==> config.mk <==
export PLATFORM = sky130hd
export DESIGN_NAME = seven_seg_scanner
export DESIGN_NICKNAME = d
export VERILOG_FILES = /design/src/rtl/seven_seg_scanner.sv
export SDC_FILE = /design/constraint.sdc
export NUM_CORES = 1
export LEC_CHECK = 0
export ABC_AREA = 1
export CORE_MARGIN = 2
export CORE_UTILIZATION = 55
export CTS_CLUSTER_SIZE = 28
export DETAILED_ROUTE_END_ITERATION = 10
export MAX_ROUTING_LAYER = met4
export PLACE_DENSITY = 0.8
export SYNTH_ARGS = -nofsm -noshare
export SYNTH_HDL_FRONTEND = slang
export SYNTH_SLANG_ARGS = --single-unit
export TNS_END_PERCENT = 50
==> constraint.sdc <==
create_clock -name clk -period 3.2 [get_ports clk]
set_input_delay 0.48 -clock clk [delete_from_list [all_inputs] [get_ports clk]]
set_output_delay 0.48 -clock clk [all_outputs]
set_load 0.02 [all_outputs]
==> src/rtl/seven_seg_scanner.sv <==
// Scans seven captured digit codes onto a shared active-low 7-segment bus with a blanking gap.
// Optional: define LEADING_ZERO_BLANK_EN to blank leading zeros (digits 6..1) at capture.
module seven_seg_scanner #(
    parameter int unsigned REFRESH_DIV  = 50000,
    parameter int unsigned BLANK_CYCLES = 8
) (
    input  logic       clk,
    input  logic       resetN,
    input  logic       enable,
    input  logic [3:0] digitIn0,
    input  logic [3:0] digitIn1,
    input  logic [3:0] digitIn2,
    input  logic [3:0] digitIn3,
    input  logic [3:0] digitIn4,
    input  logic [3:0] digitIn5,
    input  logic [3:0] digitIn6,
    output logic [6:0] anodeN,
    output logic [6:0] segN,
    output logic       frameStart
);

    localparam int unsigned MAX_COUNT = (REFRESH_DIV > BLANK_CYCLES) ? REFRESH_DIV : BLANK_CYCLES;
    localparam int unsigned CW        = (MAX_COUNT > 1) ? $clog2(MAX_COUNT) : 1;
    localparam logic [CW-1:0] DRIVE_LAST = CW'(REFRESH_DIV - 1);
    localparam logic [CW-1:0] BLANK_LAST = CW'(BLANK_CYCLES - 1);

    typedef enum logic {BLANK, DRIVE} state_t;

    state_t            state, state_nxt;
    logic [2:0]        idx, idx_nxt;
    logic [CW-1:0]     cnt, cnt_nxt;
    logic [6:0][3:0]   shadow, shadow_nxt, raw, captured;
    logic              capture;
    logic [6:0]        anode_nxt, seg_nxt;

    function automatic logic [6:0] decode(input logic [3:0] code);
        case (code)
            4'd0:    decode = 7'h40;
            4'd1:    decode = 7'h79;
            4'd2:    decode = 7'h24;
            4'd3:    decode = 7'h30;
            4'd4:    decode = 7'h19;
            4'd5:    decode = 7'h12;
            4'd6:    decode = 7'h02;
            4'd7:    decode = 7'h78;
            4'd8:    decode = 7'h00;
            4'd9:    decode = 7'h10;
            4'd10:   decode = 7'h3F;
            default: decode = 7'h7F;
        endcase
    endfunction

`ifdef LEADING_ZERO_BLANK_EN
    logic suppress;
`endif

    always_comb begin
        raw      = {digitIn6, digitIn5, digitIn4, digitIn3, digitIn2, digitIn1, digitIn0};
        captured = raw;
`ifdef LEADING_ZERO_BLANK_EN
        // Walk from the most significant digit; only a real 1..9 ends suppression.
        suppress = 1'b1;
        for (int unsigned i = 6; i >= 1; i--) begin
            if (suppress && raw[i] == 4'd0)
                captured[i] = 4'hF;
            else if (raw[i] >= 4'd1 && raw[i] <= 4'd9)
                suppress = 1'b0;
        end
`endif
    end

    always_ff @(posedge clk or negedge resetN) begin
        if (!resetN) begin
            state      <= BLANK;
            idx        <= '0;
            cnt        <= '0;
            shadow     <= '1;
            anodeN     <= '1;
            segN       <= '1;
            frameStart <= 1'b0;
        end else begin
            state      <= state_nxt;
            idx        <= idx_nxt;
            cnt        <= cnt_nxt;
            shadow     <= shadow_nxt;
            anodeN     <= anode_nxt;
            segN       <= seg_nxt;
            frameStart <= capture;
        end
    end

    always_comb begin
        state_nxt = state;
        idx_nxt   = idx;
        cnt_nxt   = cnt + 1'b1;
        capture   = 1'b0;
        if (!enable) begin
            state_nxt = BLANK;
            idx_nxt   = '0;
            cnt_nxt   = '0;
        end else begin
            case (state)
                BLANK: if (cnt == BLANK_LAST) begin
                    cnt_nxt   = '0;
                    state_nxt = DRIVE;
                    capture   = (idx == 3'd0);
                end
                DRIVE: if (cnt == DRIVE_LAST) begin
                    cnt_nxt   = '0;
                    state_nxt = BLANK;
                    idx_nxt   = (idx == 3'd6) ? 3'd0 : idx + 3'd1;
                end
                default: state_nxt = BLANK;
            endcase
        end
        shadow_nxt = capture ? captured : shadow;
    end

    // Outputs are derived from the next state so anode and segments switch on the same edge.
    always_comb begin
        anode_nxt = '1;
        seg_nxt   = '1;
        if (state_nxt == DRIVE) begin
            anode_nxt = ~(7'b1 << idx_nxt);
            seg_nxt   = decode(shadow_nxt[idx_nxt]);
        end
    end

endmodule

-- Word level (Yosys, flattened, before mapping)
Memories as Yosys holds them, arrays and structs flattened.
Index checks and enable logic that the tools add are counted.
W data, S select, Z words.
- add/sub/neg operators: 2
- shift operators: 1
- reduce and logical (&&, ||, !) cells: 1
- magnitude comparators: 1
- equality and inequality tests: 3
- multiplexer cells: 20
- bitwise logic cells: 2
- operator list (kind ; number):
    $mux W16 ; 3
    $pmux W16 S2 ; 1
    $mux W28 ; 1
    $add A16 B1 Y16 const B ; 1
    $eq A16 B16 Y1 const B ; 1
    $eq A16 B3 Y1 const B ; 1
    $mux W7 ; 2
    $bmux W4 S3 ; 1
    $mux W3 ; 4
    $not A7 Y7 ; 1
    $shl A1 B3 Y7 const A ; 1
    $mux W1 ; 6
    $lt A3 B4 Y1 const B ; 1
    $mux W4 ; 1
    $add A3 B1 Y3 const B ; 1
    $eq A3 B3 Y1 const B ; 1
    $logic_not A3 Y1 ; 1
    $pmux W1 S2 ; 1
    $not A1 Y1 ; 1
- memories kept: 1
- bits in registers: 63
- ROM bits: 112
- memories (name ; words ; bits a word ; rd ports ; clocked after memory_dff ; write ports ; RTL line ; source):
    (name not given) ; 16 ; 7 ; 1 ; 0 ; 0 ; 37 ; case (code)

-- Longest topological paths before layout
An unclocked memory read counts as a cell.
- word-level depth: 9
- depth in mapped cells: 21
- depth with buffers taken out: 20

-- Worst setup path before layout
OpenSTA, ideal clock, no wires.
- kind: input port to flip-flop
- start: input port enable
- end: register segN[5]
- arrival: 2.202 ns
- path buffers: 3
- stages: 19
- data required time: 3.117 ns
- path slack: 0.915 ns
- setup time: 0.083 ns
- path through: buf_4 > nand2_1 > nor2_2 > nand3_4 > buf_6 > buf_6 > nand2_1 > nand2_1 > nand2_1 > nand2_1 > nand2_1 > nand3_1 > nand2_1 > inv_1 > ha_1 > inv_1 > nand3_1 > nand3_1 > nand3_2
- RTL lines (item ; RTL line ; source):
    start, declared ; 9 ; input logic enable,
    end signal, assigned ; 87 ; segN <= seg_nxt;
    end, declared ; 18 ; output logic [6:0] segN,

-- Worst setup path in the final report
- start: register cnt[0]
- end: register segN[3]
- longest elaborated chain between the ends: 9
- elaborated cells on any way between the ends: 17
- classes of those cells: 2 x eq/ne; 14 x mux; 1 x memory
- ends and longest elaborated chain (item ; RTL line ; source):
    start, declared ; 31 ; logic [CW-1:0] cnt, cnt_nxt;
    start signal, assigned ; 84 ; cnt <= cnt_nxt;
    $eq A16 B3 Y1 ; 103 ; BLANK: if (cnt == BLANK_LAST) begin
    $mux W1 ; 103 ;
    $mux W1 ; 102 ; case (state)
    $mux W1 ; 97 ; if (!enable) begin
    $mux W28 ; 116 ; shadow_nxt = capture ? captured : shadow;
    $bmux W4 S3 ; 125 ; seg_nxt = decode(shadow_nxt[idx_nxt]);
    $mux W4 (not written as such) ; 125 ;
    $mem_v2 Z16 W7 ; -- ;
    $mux W7 * ; 123 ; if (state_nxt == DRIVE) begin
    named net seg_nxt[3] ; 34 ; logic [6:0] anode_nxt, seg_nxt;
Mark *: on every way through the listed nets, which the timed path passes. The rest lies on a longest branch. The select of a mux whose other input is x is not followed.

==> reports/metrics.cfg <==
[outcome]
status = finished, final reports clean

[yosys]
synth_ff_type = dfstp_2
synthCells = 429
syn_area_sq_um = 3490
ys_async_sr_fraction_pct = 100
synth.top_cell.area_share_pct = 31.6
synth_edf_count = 0
ys_warn_count = 0
synth_area_leaders = dfstp_2 32%, nand2_1 17%, dfrtp_1 15%
ys_types = 34
synth_top_cell_by_area = dfstp_2
ys_ff_latch = 63
ys_seq_area_share_pct = 46.7
synth_area_per_cell_sq_um = 8.13
syn-num-nets = 466

[cells_and_area]
instances_no_fill = 559
mostFrequentLayoutCell = nand2_1
postLayoutCoreUtil_pct = 66.5
diodes = 0
layout-drive-gt1-share_pct = 23.2
fin_nets = 514
fillCellCount = 525
layout_common_cells = 157 x nand2_1, 44 x clkdlybuf4s50_1, 42 x dfstp_2, 37 x nand3_1, 34 x nor2_1
area_delta_synth_final_pct = 18.9

[floorplan]
die_area_sq_um = 6990
num_rows = 29
die_height_um = 83.6
initial_core_util_pct = 55.9
ioPinCount = 46
die_w_um = 83.6
core_area_sq_um = 6240

[clocking]
post_cts_buffers = 0
cts_resized = 0
clk_pin_slew_worst_paths_ps = 70
cts_hold_buffers = 0
cts_tree = done
clkSinkCount = 63
cts_max_level = 3
clkLatencyLatePin_ps = 350
clockRootBuffer = clkbuf_8
cts.path.max_buffers = 2
cts_buffers = 9

[route]
num_vias = 2865
wl_um = 7360
viasPerCell = 5.13
dr.pass1.iters = 4
routedWlPerCell_um = 13.2
drc = 0
ant_nets = 0
drt_iter0_markers = 110

[global_routing]
grt_antenna_before_repair = 0
grt_usage_pct = 23.8
grt_pass1_vias = 2884
grt_overflow_total = 0
grt_max_degree = 48
grt_pass1_wl_um = 13100

[placement]
portBuffers = 45
place_hpwl_um = 5390
dp_slack_ps = 281
placed_cells = 543
finalWeightedCongestion = 0.798

[worst_setup_path]
crit_path_end_kind = flop
critPathKind = reg2reg
arrival_ps = 2920
crit_path_max_fanout = 12
cp.required_ps = 3460
start_kind = flop

[timing]
fin_setup_tns_ps = 0
period_minus_slack_ps = 2660
tightestPinTransition_ps = 1030
fin_crit_sh_pct = 83.1
rsz0062_at_grt = false
slew_viol_final = 0
worst_slack_ps = 542
fmax_ghz = 0.376
clock_skew_ps = 8.32
slew_headroom_pct = 31.2
hold_viol = 0
setup_viol = 0

[run]
max-cap-violations = 0

[power]
cellLeakagePower_nw = 1.99
powerDensity_nw_per_um2 = 408
vdd_ir_drop_max_mv = 0.296

[hold_path]
min_path_type = in2async

## worst max-delay path, stage by stage (launching register included)
cell     delay, ps
dfrtp_1        370
ha_1           220
nand3_2        160
nor2_4         170
nand3_4        120
nand2_4        100
nand2_2         60
nor2_4         290
nand2_1         90
nand2_1         80
nand2_1         50
nand3_1         70
nand2_1        130
ha_1           320
nand3_1        140
nand3_1        130
nand3_2         60
## stage by stage
stage / hold slack (ps) / power [mW] / area (sq um)
after floorplan: 184 / 0.978 / 3490
after global placement: 444 / 1.05 / 3960
after detailed placement: 454 / 1.06 / 3960
after CTS: 352 / 1.71 / 4150
after global routing: 393 / 1.77 / 4150
final: 315 / 1.69 / 4150
## layout make-up
class,instances,area [sq um],area share [%]
tap,77,96.3,2.32
multi-input combinational,314,1610,38.9
clock buffer,13,169,4.07
clock inverter,3,16.3,0.392
inverter,41,155,3.74
timing repair buffer,48,468,11.3
sequential,63,1630,39.3
## logic make-up (layout without fill, tap and decap cells)
family / Yosys count / after routing / synth area share [%]
AO/OA/AOI/OAI: 15 / 15 / 2.76
XOR/XNOR: 5 / 5 / 1.26
adder cells (fa/ha/maj): 6 / 6 / 2.15
buffers and inverters: 52 / 105 / 7.00
flip-flops: 63 / 63 / 46.7
AND/OR/NAND/NOR: 288 / 288 / 40.1
## power breakdown
part           leakage [nW]  internal [mW]  switching, mW
clock network        0.0997          0.343          0.306
registers             0.728          0.852         0.0103
logic                  1.16         0.0775          0.106
## per-layer routing
metal | routed length [um] | global-route usage, % | up-vias
met5 | 0 | - | -
met4 | 91 | 8.94 | 0
met3 | 294 | 4.55 | 8
met2 | 3560 | 36.9 | 68
met1 | 3420 | 31.4 | 1339
li1 | - | - | 1450
## synth_stat cells, types with 3 or more instances
library cell / instances
nand3_2: 10
nand2_4: 3
nor3_1: 7
nor2_2: 5
nor2_4: 7
nor2_1: 34
nand2_2: 13
nand3_4: 3
nand4_1: 6
buf_4: 4
a21oi_1: 6
dfrtp_1: 21
xor2_1: 5
nand3_1: 37
ha_1: 6
inv_2: 6
and3_1: 3
nand2_1: 157
buf_6: 4
dfstp_2: 42
inv_1: 33
## state kept, by name (all words and copies together), names as in the netlist
signal,flops
segN,7
anodeN,7
shadow,28
frameStart,1
cnt,16
state,1
idx,3
## final timing paths
kind / startpoint / end / slack (ps) / cells after the start
min in group clk: cnt[0] / cnt[0] / 460 / 1
min reg2reg: cnt[0] / cnt[0] / 460 / 1
max reg2reg: cnt[0] / segN[3] / 540 / 16
max in group asynchronous: resetN / shadow[17] / 1990 / 2
min: resetN / cnt[9] / 320 / 1
max: cnt[0] / segN[3] / 540 / 16
(Power assumes the default switching activity.)
